===== src/rtl/btn_ctrl_if.sv =====
// Bundle between the DB debouncer levels and the btn_ctrl control outputs.
// The master side drives the button levels. The slave side (btn_ctrl) drives the control values.
interface btn_ctrl_if #(
    parameter int POS_W = 10
);
    logic             HS;
    logic             VS;
    logic             DF_UART;
    logic             DF_VGA;
    logic             h_step;
    logic             v_step;
    logic [POS_W-1:0] h_pos;
    logic [POS_W-1:0] v_pos;
    logic [1:0]       uart_fmt;
    logic [1:0]       vga_fmt;
    logic             uart_fmt_chg;
    logic             vga_fmt_chg;

    modport master (
        output HS, VS, DF_UART, DF_VGA,
        input  h_step, v_step, h_pos, v_pos,
        input  uart_fmt, vga_fmt, uart_fmt_chg, vga_fmt_chg
    );

    modport slave (
        input  HS, VS, DF_UART, DF_VGA,
        output h_step, v_step, h_pos, v_pos,
        output uart_fmt, vga_fmt, uart_fmt_chg, vga_fmt_chg
    );
endinterface


===== src/rtl/btn_ctrl.sv =====
// Turns debounced button levels into position steps with hold-to-repeat and cyclic format selects.
// Every output comes straight from a flop and is clocked by clk.

// One position channel: an edge gives a step, holding gives auto-repeat, and a step advances a wrapping counter.
module btn_ctrl_step_ch #(
    parameter int MAX           = 639,
    parameter int POS_W         = 10,
    parameter int HOLD_CYCLES   = 12500000,
    parameter int REPEAT_CYCLES = 2500000,
    parameter int CNT_W         = 24
) (
    input  logic             clk,
    input  logic             rst_n,
    input  logic             btn_i,
    output logic             step_o,
    output logic [POS_W-1:0] pos_o
);
    typedef enum logic [1:0] {
        S_IDLE,
        S_HOLD,
        S_REPEAT
    } state_e;

    localparam logic [CNT_W-1:0] HOLD_LAST   = CNT_W'(HOLD_CYCLES - 1);
    localparam logic [CNT_W-1:0] REPEAT_LAST = CNT_W'(REPEAT_CYCLES - 1);
    localparam logic [CNT_W-1:0] CNT_ONE     = CNT_W'(1);
    localparam logic [POS_W-1:0] POS_LAST    = POS_W'(MAX);
    localparam logic [POS_W-1:0] POS_ONE     = POS_W'(1);

    state_e           state_q, state_d;
    logic [CNT_W-1:0] cnt_q, cnt_d;
    logic             prev_q;
    logic             step_q, step_d;
    logic [POS_W-1:0] pos_q, pos_d;
    logic             rise;

    assign rise = btn_i & ~prev_q;

    always_comb begin
        // NOTE: every _d gets its default before the case, so no path through this block can infer a latch.
        state_d = state_q;
        cnt_d   = cnt_q;
        step_d  = 1'b0;

        case (state_q)
            S_IDLE: begin
                if (rise) begin
                    step_d  = 1'b1;
                    cnt_d   = '0;
                    state_d = S_HOLD;
                end
            end
            S_HOLD: begin
                if (!btn_i) begin
                    cnt_d   = '0;
                    state_d = S_IDLE;
                end else if (cnt_q == HOLD_LAST) begin
                    step_d  = 1'b1;
                    cnt_d   = '0;
                    state_d = S_REPEAT;
                end else begin
                    cnt_d = cnt_q + CNT_ONE;
                end
            end
            S_REPEAT: begin
                // A release that arrives on the terminal count wins, and no step is made.
                if (!btn_i) begin
                    cnt_d   = '0;
                    state_d = S_IDLE;
                end else if (cnt_q == REPEAT_LAST) begin
                    step_d = 1'b1;
                    cnt_d  = '0;
                end else begin
                    cnt_d = cnt_q + CNT_ONE;
                end
            end
            default: begin
                cnt_d   = '0;
                state_d = S_IDLE;
            end
        endcase

        if (step_d) begin
            pos_d = (pos_q == POS_LAST) ? '0 : pos_q + POS_ONE;
        end else begin
            pos_d = pos_q;
        end
    end

    always_ff @(posedge clk or negedge rst_n) begin
        if (!rst_n) begin
            state_q <= S_IDLE;
            cnt_q   <= '0;
            // prev_q resets high, so a button held through reset release does not count as an edge.
            prev_q  <= 1'b1;
            step_q  <= 1'b0;
            pos_q   <= '0;
        end else begin
            // NOTE: use non-blocking updates so that every flop here samples values from before the edge.
            state_q <= state_d;
            cnt_q   <= cnt_d;
            prev_q  <= btn_i;
            step_q  <= step_d;
            pos_q   <= pos_d;
        end
    end

    assign step_o = step_q;
    assign pos_o  = pos_q;

    a_pos_range: assert property (@(posedge clk) disable iff (!rst_n) pos_q <= POS_LAST);
    a_step_single: assert property (@(posedge clk) disable iff (!rst_n) step_q |=> !step_q);
endmodule

// One format channel: each rising edge advances a wrapping selector and raises a one-cycle change pulse.
module btn_ctrl_fmt_ch #(
    parameter int FMT_NUM = 4
) (
    input  logic       clk,
    input  logic       rst_n,
    input  logic       btn_i,
    output logic [1:0] fmt_o,
    output logic       chg_o
);
    localparam logic [1:0] FMT_LAST = 2'(FMT_NUM - 1);

    logic       prev_q;
    logic [1:0] fmt_q, fmt_d;
    logic       chg_q, chg_d;

    always_comb begin
        fmt_d = fmt_q;
        chg_d = 1'b0;
        if (btn_i && !prev_q) begin
            fmt_d = (fmt_q == FMT_LAST) ? 2'd0 : fmt_q + 2'd1;
            chg_d = 1'b1;
        end
    end

    always_ff @(posedge clk or negedge rst_n) begin
        if (!rst_n) begin
            prev_q <= 1'b1;
            fmt_q  <= 2'd0;
            chg_q  <= 1'b0;
        end else begin
            prev_q <= btn_i;
            fmt_q  <= fmt_d;
            chg_q  <= chg_d;
        end
    end

    assign fmt_o = fmt_q;
    assign chg_o = chg_q;

    a_fmt_range: assert property (@(posedge clk) disable iff (!rst_n) fmt_q <= FMT_LAST);
endmodule

module btn_ctrl #(
    parameter int H_MAX         = 639,
    parameter int V_MAX         = 479,
    parameter int POS_W         = 10,
    parameter int HOLD_CYCLES   = 12500000,
    parameter int REPEAT_CYCLES = 2500000,
    parameter int CNT_W         = 24,
    parameter int FMT_NUM       = 4
) (
    input logic        clk,
    input logic        rst_n,
    btn_ctrl_if.slave  bus
);
    logic             h_step, v_step;
    logic [POS_W-1:0] h_pos, v_pos;
    logic [1:0]       uart_fmt, vga_fmt;
    logic             uart_fmt_chg, vga_fmt_chg;

    btn_ctrl_step_ch #(
        .MAX(H_MAX), .POS_W(POS_W), .HOLD_CYCLES(HOLD_CYCLES),
        .REPEAT_CYCLES(REPEAT_CYCLES), .CNT_W(CNT_W)
    ) u_h_ch (
        .clk(clk), .rst_n(rst_n), .btn_i(bus.HS), .step_o(h_step), .pos_o(h_pos)
    );

    btn_ctrl_step_ch #(
        .MAX(V_MAX), .POS_W(POS_W), .HOLD_CYCLES(HOLD_CYCLES),
        .REPEAT_CYCLES(REPEAT_CYCLES), .CNT_W(CNT_W)
    ) u_v_ch (
        .clk(clk), .rst_n(rst_n), .btn_i(bus.VS), .step_o(v_step), .pos_o(v_pos)
    );

    btn_ctrl_fmt_ch #(.FMT_NUM(FMT_NUM)) u_uart_fmt (
        .clk(clk), .rst_n(rst_n), .btn_i(bus.DF_UART), .fmt_o(uart_fmt), .chg_o(uart_fmt_chg)
    );

    btn_ctrl_fmt_ch #(.FMT_NUM(FMT_NUM)) u_vga_fmt (
        .clk(clk), .rst_n(rst_n), .btn_i(bus.DF_VGA), .fmt_o(vga_fmt), .chg_o(vga_fmt_chg)
    );

    assign bus.h_step       = h_step;
    assign bus.v_step       = v_step;
    assign bus.h_pos        = h_pos;
    assign bus.v_pos        = v_pos;
    assign bus.uart_fmt     = uart_fmt;
    assign bus.vga_fmt      = vga_fmt;
    assign bus.uart_fmt_chg = uart_fmt_chg;
    assign bus.vga_fmt_chg  = vga_fmt_chg;
endmodule


===== src/flat_wrapper.sv =====
// flat-port wrapper written by rule: the top's interface ports become plain ports
module btn_ctrl_flat 
#(
    parameter int H_MAX         = 639,
    parameter int V_MAX         = 479,
    parameter int POS_W         = 10,
    parameter int HOLD_CYCLES   = 12500000,
    parameter int REPEAT_CYCLES = 2500000,
    parameter int CNT_W         = 24,
    parameter int FMT_NUM       = 4
)
  (clk, rst_n, bus_HS, bus_VS, bus_DF_UART, bus_DF_VGA, bus_h_step, bus_v_step, bus_h_pos, bus_v_pos, bus_uart_fmt, bus_vga_fmt, bus_uart_fmt_chg, bus_vga_fmt_chg);
  btn_ctrl_if #(.POS_W(POS_W)) bus_i ();
  input logic clk;
  input logic rst_n;
  input wire logic [$bits(bus_i.HS)-1:0] bus_HS;
  input wire logic [$bits(bus_i.VS)-1:0] bus_VS;
  input wire logic [$bits(bus_i.DF_UART)-1:0] bus_DF_UART;
  input wire logic [$bits(bus_i.DF_VGA)-1:0] bus_DF_VGA;
  output wire logic [$bits(bus_i.h_step)-1:0] bus_h_step;
  output wire logic [$bits(bus_i.v_step)-1:0] bus_v_step;
  output wire logic [$bits(bus_i.h_pos)-1:0] bus_h_pos;
  output wire logic [$bits(bus_i.v_pos)-1:0] bus_v_pos;
  output wire logic [$bits(bus_i.uart_fmt)-1:0] bus_uart_fmt;
  output wire logic [$bits(bus_i.vga_fmt)-1:0] bus_vga_fmt;
  output wire logic [$bits(bus_i.uart_fmt_chg)-1:0] bus_uart_fmt_chg;
  output wire logic [$bits(bus_i.vga_fmt_chg)-1:0] bus_vga_fmt_chg;
  assign bus_i.HS = bus_HS;
  assign bus_i.VS = bus_VS;
  assign bus_i.DF_UART = bus_DF_UART;
  assign bus_i.DF_VGA = bus_DF_VGA;
  assign bus_h_step = bus_i.h_step;
  assign bus_v_step = bus_i.v_step;
  assign bus_h_pos = bus_i.h_pos;
  assign bus_v_pos = bus_i.v_pos;
  assign bus_uart_fmt = bus_i.uart_fmt;
  assign bus_vga_fmt = bus_i.vga_fmt;
  assign bus_uart_fmt_chg = bus_i.uart_fmt_chg;
  assign bus_vga_fmt_chg = bus_i.vga_fmt_chg;
  btn_ctrl #(.H_MAX(H_MAX), .V_MAX(V_MAX), .POS_W(POS_W), .HOLD_CYCLES(HOLD_CYCLES), .REPEAT_CYCLES(REPEAT_CYCLES), .CNT_W(CNT_W), .FMT_NUM(FMT_NUM)) u_core (.clk(clk), .rst_n(rst_n), .bus(bus_i));
endmodule

===== config.mk =====
export PLATFORM = sky130hd
export DESIGN_NAME = btn_ctrl_flat
export DESIGN_NICKNAME = d
export VERILOG_FILES = /design/src/rtl/btn_ctrl_if.sv /design/src/rtl/btn_ctrl.sv /design/src/flat_wrapper.sv
export SDC_FILE = /design/constraint.sdc
export NUM_CORES = 1
export LEC_CHECK = 0
export CORE_ASPECT_RATIO = 1.25
export CORE_UTILIZATION = 38
export CTS_CLUSTER_SIZE = 8
export DETAILED_ROUTE_END_ITERATION = 6
export GPL_ROUTABILITY_DRIVEN = 0
export HOLD_SLACK_MARGIN = 0.05
export REMOVE_ABC_BUFFERS = 1
export SYNTH_ARGS = -nofsm -noshare
export SYNTH_HDL_FRONTEND = slang
export SYNTH_SLANG_ARGS = --single-unit

===== constraint.sdc =====
create_clock -name clk -period 3 [get_ports clk]
set_input_delay 0.3 -clock clk [delete_from_list [all_inputs] [get_ports clk]]
set_output_delay 0.3 -clock clk [all_outputs]
set_load 0.1 [all_outputs]

**Word level (Yosys, flattened, before mapping)**

Index checks and enable logic that the tools add are counted.

- Bits in read-only memories: 0
- Latch bits: 0
- Output and inout bits: 28
- Memory bits (writable): 0
- Input bits: 6
- Bits in registers: 84
- Memories: 0

- Div/mod/pow operators: 0
- Magnitude comparators: 0
- $mul: 0
- Add/sub/neg operators: 6
- Equal/unequal tests: 18
- Bitwise gates (word level): 4
- Shift-type cells: 0
- Reductions and logical operators: 8
- Muxes and demuxes: 40

Operators with widths:

| kind | count |
|---|---|
| $mux 24 | 10 |
| $pmux 24 s3 | 2 |
| $add 24x1->24 const B | 2 |
| $eq 24x22->1 const B | 2 |
| $eq 24x24->1 const B | 2 |
| $add 10x1->10 const B | 2 |
| $mux 10 | 2 |
| $mux 2 | 10 |
| $mux 1 | 12 |
| $pmux 2 s3 | 2 |
| $eq 10x10->1 const B | 1 |
| $eq 10x9->1 const B | 1 |
| $eq 2x2->1 const B | 4 |
| $ne 2x2->1 const B | 4 |
| $ne 3x3->1 const B | 2 |
| $pmux 1 s3 | 2 |
| $reduce_and 3->1 | 2 |
| $add 2x1->2 const B | 2 |
| $eq 2x1->1 const B | 2 |
| $logic_not 2->1 | 2 |
| $and 1x1->1 | 2 |
| $logic_and 1x1->1 | 2 |
| $logic_not 1->1 | 2 |
| $not 1->1 | 2 |

**Logic depth before layout (Yosys ltp)**

- Depth after elaboration: 4
- Depth in mapped cells: 8
- Mapped depth without buffers: 7

**By module**

A second synthesis with hierarchy kept.

- Cell total of the unflattened synthesis: 478
- Area, all modules: 4647.0 µm²

Modules (own cells, without submodules):

| module | sequential area each (µm²) | times used | area an instance (µm²) | cells an instance |
|---|---|---|---|---|
| btn_ctrl_step_ch at u_core.u_h_ch | 952.2 | 1 | 2165.8 | 227 |
| btn_ctrl_step_ch at u_core.u_v_ch | 952.2 | 1 | 2158.3 | 233 |
| btn_ctrl_fmt_ch | 101.3 | 2 | 161.4 | 9 |

**Worst setup path after synthesis**

No wires, ideal clock.

- Path kind: reg2reg
- Start point: register u_core.u_v_ch.pos_q[0] (netlist: u_core.u_v_ch.pos_o[0])
- End point: register u_core.u_v_ch.pos_q[7] (netlist: u_core.u_v_ch.pos_o[7])
- Data required time: 2.836 ns
- Period minus slack after synthesis: 2.492 ns
- Setup slack: 0.508 ns
- Arrival: 2.329 ns
- Stages on the path, launching flop included: 8
- Cells stage by stage: dfrtp_1 -> ha_1 -> and3_1 -> nand2_1 -> nor4_1 -> nor2b_1 -> o21ai_0 -> o31ai_1

- Word-level cells in the longest chain between the ends: 2
- Elaborated cells on any way between the ends: 3

RTL lines:

| element | RTL line | RTL |
|---|---|---|
| start, declared | btn_ctrl.sv:34 | `logic [POS_W-1:0] pos_q, pos_d;` |
| start signal, assigned | btn_ctrl.sv:104 | `pos_q <= pos_d;` |
| $add 10x1->10 / $eq 10x9->1 (equally long branches) | btn_ctrl.sv:84 | `pos_d = (pos_q == POS_LAST) ? '0 : pos_q + POS_ONE;` |
| $mux 10 (*) | btn_ctrl.sv:84 |  |

Every way passes the cells marked *; elsewhere a longest branch is shown, timed or not.
A chain may end at the register's enable or synchronous reset.

**Worst setup path after layout**

- Start point: register u_core.u_h_ch.cnt_q[6]
- End point: register u_core.u_h_ch.pos_q[9] (netlist: u_core.u_h_ch.pos_o[9])

- Word-level cells in the longest chain between the ends: 4
- Elaborated cells on any way between the ends: 7

RTL lines:

| element | RTL line | RTL |
|---|---|---|
| start, declared | btn_ctrl.sv:31 | `logic [CNT_W-1:0] cnt_q, cnt_d;` |
| start signal, assigned | btn_ctrl.sv:101 | `cnt_q <= cnt_d;` |
| $eq 24x22->1 / $eq 24x24->1 (equally long branches) | btn_ctrl.sv:70, btn_ctrl.sv:57 |  |
| $mux 1 (on tied branches) | btn_ctrl.sv:70, btn_ctrl.sv:57 |  |
| $mux 1 (on tied branches) | btn_ctrl.sv:67, btn_ctrl.sv:54 |  |
| $pmux 1 s3 (*) | btn_ctrl.sv:45 | `case (state_q)` |
| end signal, assigned | btn_ctrl.sv:104 |  |
| end, declared | btn_ctrl.sv:34 |  |

Marked as above.

==> impl_results.md <==
* Synth top area cells: dfrtp_1 (45%), nor2_1 (4.8%), xor2_1 (4.2%), ha_1 (4.0%), nand2_1 (3.4%)
* Gr ovfl total at 0
* Post-layout min period at 2.70 ns
* CTS Sinks at 84
* Std-Cell Rows at 43
* DRT Pass-1 Iters at 7
* Post-Syn Area at 4410 µm²
* Max Buffers Root-to-Sink at 2
* Required @ worst endpoint at 3.27 ns
* Mean Syn Cell Area at 9.60 µm²
* Final setup vio count at 0
* Critical Path Max Stage Delay at 0.53 ns
* Die Ht at 122 µm
* Post-CTS sizing at 0
* Die W at 98.3 µm
* Synth top area share at 45.4%
* Startpoint types: register
* Global-route wire length before repair at 15700 µm
* # Post-CTS Setup Buffers at 0
* Static leakage at 2.27 nW
* Ant. Diodes at 0
* Reg2Reg Depth at 7
* Layout area overhead at 17.2%
* Pwr Density at 772 nW/µm²
* Post-synth ARST share at 100%
* CP top delay family: simple AND/OR/NAND/NOR gates
* Initial antenna violation count at 0
* Routed length on met3 at 249 µm
* DRC violations left at 1
* Crit path DAT at 2.97 ns
* Setup TNS Final at 0 ns
* Mean number of vias per cell at 5.37
* DR vias at 3451
* Crit-path cells: or4_1 -> or4_4 -> nor3_4 -> a211oi_1 -> buf_4 -> nor4_1 -> a21o_1
* Share of layout cells above drive strength 1 at 12.8%
* VDD IR max at 0.000560 V
* Unrepaired setup endpoints after global routing: no
* Hold Violations, Final at 0
* Post-synth EDFFs at 0
* Max Clock Freq at 0.371 GHz
* Synth unique cells at 50
* Crit Path Class: reg2reg
* Critical Path End Type: register
* DP HPWL at 6390 µm
* Commonest cells after routing, fill and taps aside: dfrtp_1 (80), nor2_1 (56), nand2_1 (40), buf_4 (36), nand3_1 (30)
* Status: finished, violations left
* Largest net degree at the start of global routing at 85
* Yosys reg bits at 84
* Die area at 12000 µm²
* Ys Warns at 0
* Top Layer Used: met4
* Dpl ws at 0.310 ns
* Failing checks: design-rule violations
* CTS tree: built
* CTS root buf: clkbuf_16
* Port buffer count at 33
* DR WL met2 at 4530 µm
* I/O Pins at 34
* Worst slew margin at 29.2%
* Wire per inst at 13.9 µm
* Top FF cell, synth: dfrtp_1
* Routed met1 length at 4050 µm
* Hold WC Path Type: in2async
* Final wirelength at 8940 µm
* Register area share after synthesis at 47.8%
* Iter 0 DRT Violations at 180
* Final #Nets at 523
* WHS at 0.155 ns
* CTS buffer count at 9
* Vias in the first global route at 3417
* Buf/Inv on CP at 1
* Hold Buf Count CTS at 0
* Slowest CP cell: or4_1
* GRT Overall Usage at 16.2%
* Max-cap viol count at 0
* Clock skew at 0.00713 ns
* WP depth at 7
* Clock insertion delay at the later pin of the skew report at 0.33 ns
* Most common cell after layout, fill and taps aside: dfrtp_1
* Max-slew violation count at 0
* Worst slew pin tran at 1.06 ns
* Final Util at 46.1%
* Period utilization at 89.8%
* Core area at 11200 µm²
* Mapped Cells at 459
* ANT nets after route at 0
* H-tree levels at 3
* Final setup margin at 0.305 ns
* Area leader, netlist: dfrtp_1
* Worst-path clk slew at 0.06 ns
* Initial Util at 39.4%
* Critical path peak fanout at 10
[through the flow]
step | instance area, µm² | power [W] | std cells
3_3_place_gp | 4870 | 0.00290 | 627
5_1_grt | 5160 | 0.00420 | 643
4_1_cts | 5160 | 0.00405 | 643
2_1_floorplan | 4350 | 0.00255 | 448
3_5_place_dp | 4870 | 0.00293 | 627
6_report | 5160 | 0.00399 | 643
[cell type report]
type,instances,area [µm²]
Fill cell,1090,6030
Multi-Input combinational cell,350,2190
Sequential cell,84,2110
Timing Repair Buffer,44,350
Clock buffer,14,254
Tap cell,135,169
Inverter,14,52.6
Clock inverter,2,35.0
[state kept, by name, summed over array words and instances (netlist names), 2 cells and up]
signal,cells
u_core.u_vga_fmt.fmt_o,2
u_core.u_v_ch.pos_o,10
u_core.u_h_ch.state_q,2
u_core.u_v_ch.state_q,2
u_core.u_h_ch.pos_o,10
u_core.u_v_ch.cnt_q,24
u_core.u_h_ch.cnt_q,24
u_core.u_uart_fmt.fmt_o,2
[cells in the mapped netlist (all sizes together), types with 2 or more instances]
library cell / count
a2111oi: 2
a211oi: 3
a21o: 5
a21oi: 11
a22o: 6
a31oi: 4
and2: 6
and3: 16
buf: 3
clkbuf: 8
dfrtp: 80
dfstp: 4
ha: 14
inv: 14
mux2: 8
nand2: 40
nand2b: 9
nand3: 30
nand3b: 2
nand4: 14
nand4b: 2
nor2: 57
nor2b: 7
nor3: 14
nor3b: 6
nor4: 6
nor4b: 5
o21ai: 22
o21bai: 2
o22a: 3
o22ai: 3
o2bb2ai: 2
o31ai: 5
or4: 3
xnor2: 14
xor2: 21
[power by group]
group          switching (W)  leakage [nW]  total, W  internal, W
logic                0.00113          1.01   0.00150     0.000371
clock network       0.000422         0.141   0.00109     0.000668
registers           0.000135          1.12   0.00140      0.00126
total                0.00169          2.27   0.00399      0.00230
[cell families after synthesis]
family | synth area share (%)
buffers and inverters | 2.36
xor gates and xnor gates | 6.96
DFF | 47.8
AOI/OAI and AO/OA | 10.5
muxes | 2.27
and+or+nand+nor | 26.1
adders and majority gates | 3.98
[routing by layer]
layer  up-vias  track usage, %
li1       1717               -
met1      1679            19.5
met2        47            29.1
met3         8            3.13
met4         0            5.50
met5         -               0
[path summary, 6_finish.rpt]
kind,startpoint,endpoint,slack [ns]
worst min register to register,u_core.u_v_ch.pos_o[9]$_DFFE_PN0P_,u_core.u_v_ch.pos_o[9]$_DFFE_PN0P_,0.50
worst max-delay path,u_core.u_h_ch.cnt_q[6]$_DFFE_PN0P_,u_core.u_h_ch.pos_o[9]$_DFFE_PN0P_,0.30
min in group clk,bus_DF_VGA,u_core.u_vga_fmt.prev_q$_DFF_PN1_,0.40
worst max register to register,u_core.u_h_ch.cnt_q[6]$_DFFE_PN0P_,u_core.u_h_ch.pos_o[9]$_DFFE_PN0P_,0.30
worst min-delay path,rst_n,u_core.u_h_ch.pos_o[6]$_DFFE_PN0P_,0.16
max in group asynchronous,rst_n,u_core.u_uart_fmt.chg_o$_DFF_PN0_,2.15
Power figures use the tool's default switching activity.
